File: config.mk
export PLATFORM = sky130hd
export DESIGN_NAME = hilo_mdu_ctrl
export DESIGN_NICKNAME = d
export VERILOG_FILES = /design/src/rtl/hilo_mdu_ctrl.sv
export SDC_FILE = /design/constraint.sdc
export NUM_CORES = 1
export LEC_CHECK = 0
export ABC_AREA = 1
export BUFFER_PORTS_ARGS = -buffer_cell sky130_fd_sc_hd__buf_2
export CAP_MARGIN = 5
export CORE_MARGIN = 5
export CORE_UTILIZATION = 42
export CTS_CLUSTER_SIZE = 40
export DETAILED_ROUTE_END_ITERATION = 6
export PLACE_DENSITY = 0.77
export SLEW_MARGIN = 30
export SYNTH_ARGS = -nofsm -noshare
export SYNTH_HDL_FRONTEND = slang
export SYNTH_SLANG_ARGS = --single-unit
File: constraint.sdc
create_clock -name clk -period 1.3 [get_ports clk]
set_input_delay 0.195 -clock clk [delete_from_list [all_inputs] [get_ports clk]]
set_output_delay 0.195 -clock clk [all_outputs]
set_load 0.01 [all_outputs]
File: src/rtl/hilo_mdu_ctrl.sv
// EX-stage HI/LO owner and mul/div launch sequencer; result lands one cycle after unit latency, holds EX via stall_req_o.
// Optional HILO_FWD_EN: hi_o/lo_o forward the value being written this cycle instead of the registered copy.
module hilo_mdu_ctrl #(
  parameter logic [31:0] HILO_RST = 32'h0000_0000
) (
  input  logic        clk,
  input  logic        rst,
  input  logic        flush_i,
  input  logic        ex_valid_i,
  input  logic [2:0]  ex_op_i,
  input  logic [31:0] ex_rs_i,
  input  logic [31:0] ex_rt_i,
  output logic        stall_req_o,
  output logic [31:0] hi_o,
  output logic [31:0] lo_o,
  output logic        md_start_o,
  output logic        md_annul_o,
  output logic        md_signed_o,
  output logic [1:0]  md_sel_o,
  output logic [31:0] md_op1_o,
  output logic [31:0] md_op2_o,
  input  logic [63:0] md_result_i,
  input  logic        md_ready_i
);

  localparam logic [1:0] S_IDLE = 2'd0;
  localparam logic [1:0] S_WAIT = 2'd1;
  localparam logic [1:0] S_DONE = 2'd2;

  logic [1:0]  state;
  logic [31:0] hi_q;
  logic [31:0] lo_q;
  logic        mdop;
  logic        launch;
  logic        wr_md;
  logic        wr_hi;
  logic        wr_lo;

  assign mdop   = ex_valid_i && (ex_op_i != 3'd0) && (ex_op_i <= 3'd4);
  assign launch = (state == S_IDLE) && mdop && !flush_i;
  assign wr_md  = (state == S_WAIT) && md_ready_i && !flush_i;
  assign wr_hi  = (state == S_IDLE) && ex_valid_i && (ex_op_i == 3'd5) && !flush_i;
  assign wr_lo  = (state == S_IDLE) && ex_valid_i && (ex_op_i == 3'd6) && !flush_i;

  // Stall drops in the ready cycle so the HI/LO write and the EX advance share one edge.
  assign stall_req_o = launch || ((state == S_WAIT) && !md_ready_i && !flush_i);
  assign md_annul_o  = flush_i;

  always_ff @(posedge clk) begin
    if (rst) begin
      state       <= S_IDLE;
      hi_q        <= HILO_RST;
      lo_q        <= HILO_RST;
      md_start_o  <= 1'b0;
      md_signed_o <= 1'b0;
      md_sel_o    <= 2'b00;
      md_op1_o    <= 32'h0;
      md_op2_o    <= 32'h0;
    end else begin
      case (state)
        S_IDLE: begin
          if (launch) begin
            md_op1_o    <= ex_rs_i;
            md_op2_o    <= ex_rt_i;
            md_signed_o <= (ex_op_i == 3'd1) || (ex_op_i == 3'd3);
            md_sel_o    <= (ex_op_i <= 3'd2) ? 2'b01 : 2'b10;
            md_start_o  <= 1'b1;
            state       <= S_WAIT;
          end
        end
        S_WAIT: begin
          if (flush_i) begin
            md_start_o <= 1'b0;
            md_sel_o   <= 2'b00;
            state      <= S_IDLE;
          end else if (md_ready_i) begin
            md_start_o <= 1'b0;
            state      <= S_DONE;
          end
        end
        // One cycle with start low lets the unit return to its free state before a relaunch.
        S_DONE: begin
          md_start_o <= 1'b0;
          md_sel_o   <= 2'b00;
          state      <= S_IDLE;
        end
        default: begin
          md_start_o <= 1'b0;
          md_sel_o   <= 2'b00;
          state      <= S_IDLE;
        end
      endcase

      if (wr_md) begin
        hi_q <= md_result_i[63:32];
        lo_q <= md_result_i[31:0];
      end else begin
        if (wr_hi) hi_q <= ex_rs_i;
        if (wr_lo) lo_q <= ex_rs_i;
      end
    end
  end

`ifdef HILO_FWD_EN
  assign hi_o = wr_md ? md_result_i[63:32] : (wr_hi ? ex_rs_i : hi_q);
  assign lo_o = wr_md ? md_result_i[31:0]  : (wr_lo ? ex_rs_i : lo_q);
`else
  assign hi_o = hi_q;
  assign lo_o = lo_q;
`endif

endmodule

# Yosys cells after proc, flatten, opt, wreduce, memory -nomap -nowiden
# Index checks and enable logic that the tools add are counted.
# word_totals
wordCells,58
inputBits,136
reg_bits,134
out_inout_bits,134
# op_classes
eq_ne,8
n_reduce_logical,24
magnitude_cmp,2
mux,16
# op_table
op,count
two-way mux 32 bit,4
logical AND 1 bit,13
two-way mux 2 bit,6
one-hot mux 2 bit (2 select lines),2
== test 3 bit (second input constant),2
AND reduction 2 bit,3
inequality test 2 bit (second input constant),2
nonzero test 2 bit,2
== test 3 x 1 -> 1 bit (second input constant),1
== test 3 x 2 -> 1 bit (second input constant),1
less-or-equal comparator 3 x 2 -> 1 bit (second input constant),1
less-or-equal comparator 3 bit (second input constant),1
two-way mux 1 bit,3
inequality test 3 bit (second input constant),1
nonzero test 3 bit,1
== test 2 x 1 -> 1 bit (second input constant),1
zero test 1 bit,2
zero test 2 bit,1
logical OR 1 bit,2
one-hot mux 1 bit (2 select lines),1

# Longest topological paths before layout
# Gate-level depths: netlist (run 1).
# logic_depth
depth_word,7
depth_mapped,9
ltp_nobuf,8

# Least setup slack after synthesis (run 1)
# No wires, ideal clock.
# synth_timing
kind,flip-flop to flip-flop
start,reg state[0]
end,"reg lo_q[17], in the netlist lo_o[17]"
synth_period_minus_slack_ns,1.310
setup_ns,0.132
required_time_ns,1.168
path_stages_with_launch,10
slack_ns,-0.010
arrival_ns,1.178
path_cell_list,dfxtp_1 -> inv_2 -> nor2_4 -> nand3_4 -> buf_6 -> buf_2 -> nand2_1 -> o21ai_1 -> nand2_1 -> a21oi_1
# synth_between
elab_chain_len,5
# synth_lines
item,line_no,text
from (decl),30,logic [1:0] state;
from (signal assigned),51,state <= S_IDLE;
from (signal assigned),68,state <= S_WAIT;
from (signal assigned),75,state <= S_IDLE;
zero test 2 bit,43,assign wr_lo = (state == S_IDLE) && ex_valid_i && (ex_op_i == 3'd6) && !flush_i;
logical AND 1 bit (3 in series),43,
nonzero test 2 bit (no line),n/a,
to (signal assigned),96,lo_q <= md_result_i[31:0];
to (signal assigned),99,if (wr_lo) lo_q <= ex_rs_i;
to (decl),32,logic [31:0] lo_q;
# Several ways; a longest one is shown, not always the timed one.
# A chain may end at the register's enable or synchronous reset.

# Final worst setup path (run 1)
# layout_timing
start,reg state[1]
end,reg md_op1_o[12]
# layout_between
elab_chain_len,4
# layout_lines
item,line_no,text
zero test 2 bit *,"40, 60",
logical AND 1 bit (2 in series),40,assign launch = (state == S_IDLE) && mdop && !flush_i;
AND reduction 2 bit (no line) *,n/a,
to (signal assigned),63,md_op1_o <= ex_rs_i;
to (decl),20,"output logic [31:0] md_op1_o,"
# Mark *: on every way between the ends. The rest lies on a longest branch, timed or not.

==> impl_metrics.tcl, run 1 <==
set metrics [dict create \
    status "finished, violations left" \
    violations "negative setup slack" \
    std_cell_rows 42 \
    r2r-start "state[1]" \
    fin_hold_ws_ps 18.3 \
    crit_path_max_fanout 8 \
    synth_seq_cells 134 \
    routedWlPerCell_microns 17.1 \
    power_density_mw_per_mm2 1130 \
    drive_gt1_share_pct 48.8 \
    regArea_sq_mm 0.00269 \
    rrSetupSlack_ps -350 \
    yosys_warnings 0 \
    vias 6546 \
    clock_skew_ps 5.94 \
    rr_endpoint "md_op1_o[12]" \
    tightest_slew_ps 501 \
    most-common-layout-cells "buf_2, dfxtp_1, nor2_1" \
    avgSynthCellArea_sq_um 7.14 \
    leakage_nw 4.69 \
    cts_inserted_buffers 17 \
    path_clk_slew_ps 60 \
    drt_iter0_drc 497 \
    vias_per_cell 5.13 \
    synthToLayoutAreaGrowth_pct 69.3 \
    period_minus_slack_ps 1650 \
    relSlewSlack_pct 66.6 \
    die_area_sq_mm 0.0157 \
    grt_pass1_wl_mm 31.7 \
    fp.dieW_microns 125 \
    start_kind "flop" \
    finalNonFillerCells 1275 \
    fin_crit_sh_pct 127 \
    switching_share_pct 24.2 \
    pwr-share-seq_pct 40.5 \
    grt_max_degree 69 \
    p_sw_mw 2.60 \
    cts-root-buf "clkbuf_16" \
    synthDistinctLibCells 21 \
    crit_path_end_kind "flop" \
    ant_nets 0 \
    hold_violations 0 \
    hold_path.class "input port to flop" \
    cts_sinks 134 \
    slew_viol_final 0 \
    max_freq_mhz 605 \
    synth.yosys.seq_area_share_pct 48.0 \
    holdPathStages 3 \
    fin_ws_ps -352 \
    core-area_sq_mm 0.0131 \
    ios 270 \
    dp_slack_ps -186 \
    p_int_mw 8.13 \
    whs_endpoint "md_op2_o[6]" \
    drc 0 \
    p_clk_share_pct 45.1 \
    max_cap_violations 0 \
    syn_area_sq_mm 0.00559 \
    ff2ff_path_depth 11 \
    first_global_vias 6070 \
    multi_input_area_sq_mm 0.00312 \
    wl_mm 21.7 \
    fillers 1013 \
    die_y_microns 125 \
    worst_ep_arrival_time_ps 1950 \
    layout_commonest_cell "buf_2" \
    ctsLongestPathBuffers 2 \
    hpwlAfterDp_mm 13.1 \
    rsz0062_at_grt "yes" \
    setup_viol 133 \
    worstHoldStart "ex_rt_i[6]" \
    cp.required_ps 1600 \
    clkLatencyLatePin_ps 410 \
    cts_tree "yes" \
    place_congestion 0.863 \
    start_util_pct 42.5 \
    postSynthCellCount 783 \
    holdBufCountCts 0 \
    power_mw 10.7 \
    crit_type "flop to flop" \
    antenna_found_initial 0 \
    drtPass1Iterations 5 \
    placed_cells 1213 \
    syn_nets 919 \
    antenna_cells 0 \
    track_usage_pct 25.2 \
    io_buffers 269 \
    ir_drop_mv 0.775 \
    htreeDepth 4 \
    grt_remaining_overflow 0 \
    combPwrFrac_pct 14.4 \
    fin_nets 1226 \
]
==> worst max-delay path, stage by stage, from the launching register on <==
cell and delay [ps]:
dfxtp_4 370, nor2_4 40, nand2_2 90, nor2_4 60, nand2_4 70, buf_4 270
clkinv_16 100, buf_8 140, buf_12 120, buf_16 130, nor2_1 90, nor2_1 50
==> worst max path at each step <==
stage,start,to,slack [ps],cells after the start
after floorplan,state[0],lo_o[17],30,9
after global placement,state[1],hi_o[1],-120,9
after detailed placement,state[1],hi_o[16],-190,9
after CTS,state[0],stall_req_o,-340,7
after global routing,state[1],md_op1_o[12],-420,11
final,state[1],md_op1_o[12],-350,11
==> area by class of cell <==
class,instances,area share [%]
Clock buffer,24,5.20
Clock inverter,4,1.01
Inverter,72,3.16
Multi-Input combinational cell,519,33.0
Sequential cell,134,28.4
Tap cell,176,2.33
Timing Repair Buffer,346,26.9
==> per-stage QoR <==
step | TNS, ps | cell area, sq um | util (%)
3_5_place_dp | -13260 | 7370 | 56.1
5_1_grt | -40690 | 9460 | 72.0
2_1_floorplan | 0 | 5590 | -
4_1_cts | -29140 | 8720 | 66.4
3_3_place_gp | -6350 | 7370 | 56.1
6_report | -30650 | 9460 | 72.0
==> registers in the layout (all words and copies together), names as in the netlist <==
| signal | flops |
|---|---|
| md_op1_o | 32 |
| hi_o | 32 |
| md_signed_o | 1 |
| lo_o | 32 |
| state | 2 |
| md_sel_o | 2 |
| md_op2_o | 32 |
| md_start_o | 1 |
==> power by group through the flow <==
stage,clock network [mW],logic [mW],registers [mW]
2_1_floorplan,0,0.505,4.51
3_3_place_gp,0,1.15,4.43
3_5_place_dp,0,1.16,4.43
4_1_cts,4.88,1.38,4.35
5_1_grt,5.09,1.68,4.37
6_report,4.84,1.54,4.35
==> synth_stat cells <==
cell	number	share of area, %
a21boi_1	1	0.13
a21oi_1	67	6.0
buf_1	2	0.13
buf_2	21	1.9
buf_4	3	0.40
buf_6	2	0.40
clkbuf_1	30	2.0
dfxtp_1	134	48
inv_1	67	4.5
inv_2	5	0.34
nand2_1	108	7.3
nand2_2	4	0.45
nand3_1	69	6.2
nand3_4	1	0.31
nand4_4	2	0.76
nor2_1	133	8.9
nor2_2	2	0.22
nor2_4	2	0.40
o21ai_0	80	7.2
o21ai_1	49	4.4
or2_2	1	0.11
==> routing by layer <==
| metal | GRT usage [%] | part of all wire (%) | vias up | wire length (microns) |
|---|---|---|---|---|
| met4 | 8.74 | 2.7 | 0 | 590 |
| met2 | 42.4 | 50 | 318 | 10800 |
| met3 | 7.16 | 7.7 | 40 | 1680 |
| met5 | 0 | 0 | - | 0 |
| met1 | 31.1 | 40 | 3038 | 8700 |
| li1 | - | - | 3150 | - |
==> cells by family after synthesis <==
family          Yosys count  share of synthesized area, %
flops                   134                          48.0
simple gates            322                          24.6
compound gates          197                          17.7
buf+inv                 130                          9.67
==> repair_timing <==
action	CTS	global route
cloned	12	4
setup buffers	15	8
pin swaps	45	52
resized for setup	112	182
endpoints found under the setup margin	132	133
Note: power is estimated with default switching activity, not from simulation.
==> run 2: changes to the inputs <==
CELL_PAD_IN_SITES_DETAIL_PLACEMENT = 2   (was not set)
CELL_PAD_IN_SITES_GLOBAL_PLACEMENT = 2   (was not set)
CORE_UTILIZATION = 24   (was 42)
PLACE_DENSITY = not set   (was 0.77)
PLACE_DENSITY_LB_ADDON = 0.1   (was not set)
clock period = 1.8 ns   (was 1.3 ns; I/O delays follow)
==> impl_metrics.tcl, run 2 (synthesis gave the netlist of run 1 again) <==
set metrics [dict create \
    holdBufCountCts 0 \
    ios 270 \
    max_freq_mhz 583 \
    switching_share_pct 25.0 \
    max_cap_violations 0 \
    ant_nets 0 \
    synthToLayoutAreaGrowth_pct 42.2 \
    slew_viol_final 0 \
    hpwlAfterDp_mm 17.2 \
    die_y_microns 163 \
    clock_skew_ps 13.0 \
    htreeDepth 4 \
    rrSetupSlack_ps 250 \
    cts_sinks 134 \
    cp.required_ps 1530 \
    fin_hold_ws_ps 107 \
    track_usage_pct 17.3 \
    relSlewSlack_pct 73.4 \
    clkLatencyLatePin_ps 420 \
    power_density_mw_per_mm2 962 \
    hold_path.class "input port to flop" \
    most-common-layout-cells "buf_2, nor2_1, dfxtp_1" \
    grt_max_degree 69 \
    power_mw 7.64 \
    ctsLongestPathBuffers 2 \
    path_clk_slew_ps 60 \
    status "finished, final reports clean" \
    wl_mm 23.3 \
    p_sw_mw 1.91 \
    layout_commonest_cell "buf_2" \
    crit_path_max_fanout 4 \
    period_minus_slack_ps 1710 \
    place_congestion 0.735 \
    ir_drop_mv 0.492 \
    grt_pass1_wl_mm 36.0 \
    worst_ep_arrival_time_ps 1440 \
    start_kind "flop" \
    cts_tree "yes" \
    cts-root-buf "clkbuf_16" \
    drt_iter0_drc 198 \
    worstPathCellList "inv_2 > nor2_4 > nand2_4 > or2_4 > nand2_2 > buf_2" \
    pwr-share-seq_pct 41.1 \
    slowest_stage "dfxtp_2" \
    fp.dieW_microns 163 \
    vias 6059 \
    crit_type "flop to primary output" \
    fin_nets 1169 \
    p_int_mw 5.73 \
    drc 0 \
    std_cell_rows 55 \
    vias_per_cell 4.46 \
    cp_slowest_stage_delay_ps 350 \
    drtPass1Iterations 4 \
    combPwrFrac_pct 11.0 \
    fin_crit_sh_pct 95.2 \
    first_global_vias 6503 \
    die_area_sq_mm 0.0264 \
    grt_remaining_overflow 0 \
    core-area_sq_mm 0.0228 \
    start_util_pct 24.5 \
    tightest_slew_ps 399 \
    antenna_found_initial 2 \
    io_buffers 269 \
    rsz0062_at_grt "no" \
    routedWlPerCell_microns 17.1 \
    leakage_nw 3.86 \
    finalSetupTns_ps 0 \
    fin_util_pct 34.9 \
    drive_gt1_share_pct 32.6 \
    crit_path_end_kind "primary output" \
    setup_viol 0 \
    p_clk_share_pct 47.9 \
    hold_violations 0 \
    cts_inserted_buffers 17 \
]
==> run 2: path summary, 6_finish.rpt <==
path,from,to,cells after the start
worst min register to register,md_start_o,md_start_o,2
worst min-delay path,ex_rt_i[23],md_op2_o[23],3
worst max register to register,state[1],md_op2_o[10],9
worst max-delay path,state[0],stall_req_o,6
==> run 2: power groups by stage <==
| stage | sequential (mW) | combinational (mW) | clock (mW) |
|---|---|---|---|
| 5_1_grt | 3.15 | 0.950 | 3.93 |
| 4_1_cts | 3.14 | 0.862 | 3.77 |
| 3_5_place_dp | 3.20 | 0.854 | 0 |
| 3_3_place_gp | 3.20 | 0.845 | 0 |
| 6_report | 3.14 | 0.843 | 3.66 |
| 2_1_floorplan | 3.25 | 0.365 | 0 |
==> run 2: what timing repair did <==
item                       CTS  global route
buffers inserted             2             0
resized for setup            5             3
setup endpoints to repair    1             1
pin swaps                    2             0
==> run 2: metrics by stage <==
step | instance area (sq um) | setup slack [ps] | instances
2_1_floorplan | 5590 | 490 | 783
3_3_place_gp | 7300 | 289 | 1326
3_5_place_dp | 7300 | 210 | 1326
4_1_cts | 7930 | 8.27 | 1356
5_1_grt | 7940 | 1.75 | 1357
6_report | 7940 | 86.1 | 1358
==> run 2: worst max-delay path: cells and delay by family, from the launching register on <==
kind	cells	cell delay, ps
AND/OR/NAND/NOR	4	510
buffers and inverters	2	170
flip-flops	1	350
==> run 2: layer usage <==
metal  track usage, %  vias to the layer above  share of wire, %
li1                 -                     3027                 -
met1             21.8                     2861                46
met2             29.1                      151                47
met3             4.58                       18               5.7
met4             4.77                        2               1.2
met5                0                        -             0.056
==> run 2: cell type report <==
cell class,count,area (sq um)
fillers,2770,14800
flip-flops and latches,134,2690
multi-input cells,519,2390
repair buffers,289,1600
clock buffers,17,425
well taps,313,392
inverters,72,270
clock inverters,12,183
diodes,2,5.00
==> run 3: changes to the inputs <==
CORE_MARGIN = 2   (was 5)
==> impl_metrics.tcl, run 3 (synthesis gave the netlist of run 1 again) <==
set metrics [dict create \
    status "finished, final reports clean" \
    worst_ep_arrival_time_ps 1440 \
    wl_mm 23.0 \
    finalSetupTns_ps 0 \
    vias_per_cell 4.46 \
    cp.buffers_inverters 2 \
    design_area_sq_mm 0.00805 \
    cts_sinks 134 \
    die_area_sq_mm 0.0245 \
    htreeDepth 4 \
    track_usage_pct 18.9 \
    max_freq_mhz 584 \
    drc 0 \
    period_minus_slack_ps 1710 \
    cp.required_ps 1530 \
    drtPass1Iterations 4 \
    rr_endpoint "md_op1_o[27]" \
    ir_drop_mv 0.412 \
    drt_iter0_drc 228 \
    cts-root-buf "clkbuf_16" \
    die_y_microns 157 \
    most-common-layout-cells "buf_2, nor2_1, dfxtp_1" \
    cts_inserted_buffers 17 \
    layout_commonest_cell "buf_2" \
    fin_hold_ws_ps 105 \
    synthToLayoutAreaGrowth_pct 44.1 \
    relSlewSlack_pct 77.2 \
    grt_max_degree 69 \
    vias 6118 \
    ios 270 \
    ff2ff_path_depth 9 \
    start_kind "flop" \
    max_cap_violations 0 \
    clock_skew_ps 7.80 \
    hold_path.class "input port to flop" \
    worstHoldStart "ex_rt_i[20]" \
    holdPathStages 3 \
    cp_slowest_stage_delay_ps 340 \
    cts_tree "yes" \
    ctsLongestPathBuffers 2 \
    ant_nets 0 \
    crit_path_max_fanout 5 \
    path_clk_slew_ps 60 \
    slowest_stage "dfxtp_2" \
    whs_endpoint "md_op2_o[20]" \
    std_cell_rows 55 \
    fin_crit_sh_pct 95.1 \
    start_util_pct 24.5 \
    finalNonFillerCells 1372 \
    slew_viol_final 0 \
    grt_remaining_overflow 0 \
    cp_top_family "simple AND/OR/NAND/NOR gates" \
    core-area_sq_mm 0.0228 \
    tightest_slew_ps 342 \
    placed_cells 1330 \
    setup_viol 0 \
    place_area_sq_mm 0.00734 \
    drive_gt1_share_pct 33.2 \
    power_mw 7.48 \
    fin_nets 1180 \
    leakage_nw 3.93 \
    grt_pass1_wl_mm 35.7 \
    r2r-start "state[0]" \
    worstPathCellList "nor2_4 > nand2_2 > nor2_4 > nand2_4 > buf_12 > nand2_2 > buf_6" \
    first_global_vias 6455 \
    power_density_mw_per_mm2 929 \
    rrSetupSlack_ps 200 \
    antenna_found_initial 3 \
    crit_path_end_kind "primary output" \
    crit_type "flop to primary output" \
    io_buffers 269 \
    hpwlAfterDp_mm 16.5 \
    place_congestion 0.723 \
    hold_violations 0 \
    fp.dieW_microns 157 \
    clkLatencyLatePin_ps 420 \
    routedWlPerCell_microns 16.7 \
]
[run 3: stage by stage]
step / setup slack, ps / utilization [%]
2_1_floorplan: 490 / -
3_3_place_gp: 271 / 32.2
3_5_place_dp: 213 / 32.2
4_1_cts: 5.97 / 35.0
5_1_grt: -9.80 / 35.3
6_report: 87.7 / 35.3
[run 3: area by class of cell]
type	count	area, sq um
clock inverters	11	126
well taps	313	392
inverters	72	270
fillers	2795	14700
flip-flops and latches	134	2690
clock buffers	20	447
repair buffers	300	1740
diodes	3	7.51
multi-input cells	519	2380
[run 3: layer usage]
metal / wire length [microns] / global-route usage, %
met1: 10300 / 23.8
met2: 10900 / 31.8
met3: 1530 / 5.59
met4: 276 / 4.72
met5: 13 / 0
[run 3: worst max path at each step]
stage	start	end	slack [ps]	cells after the start
after CTS	state[1]	stall_req_o	6	7
after floorplan	state[0]	lo_o[17]	490	9
after global placement	state[0]	hi_o[4]	270	7
final	state[0]	stall_req_o	90	7
after global routing	state[0]	stall_req_o	-10	7
after detailed placement	state[0]	hi_o[4]	210	7
[run 3: worst reg2reg max path, delay by kind of cell, from the launching register on]
family,cells,cell delay [ps]
buffers and inverters,3,610
DFF,1,340
and+or+nand+nor,6,610
[run 3: power by group]
part	total, mW	internal (mW)	switching (mW)	leakage [nW]
Sequential	3.14	3.08	0.0564	1.09
Clock	3.47	2.08	1.39	0.281
Combinational	0.873	0.371	0.502	2.56
[run 3: timing repair]
item / 4_1_cts / 5_1_grt
pin swaps: 2 / 4
buffers inserted: 2 / 4
endpoints found under the setup margin: 1 / 1
hold buffers: 0 / 0
gates resized for setup: 3 / 5
cloned: 1 / 1
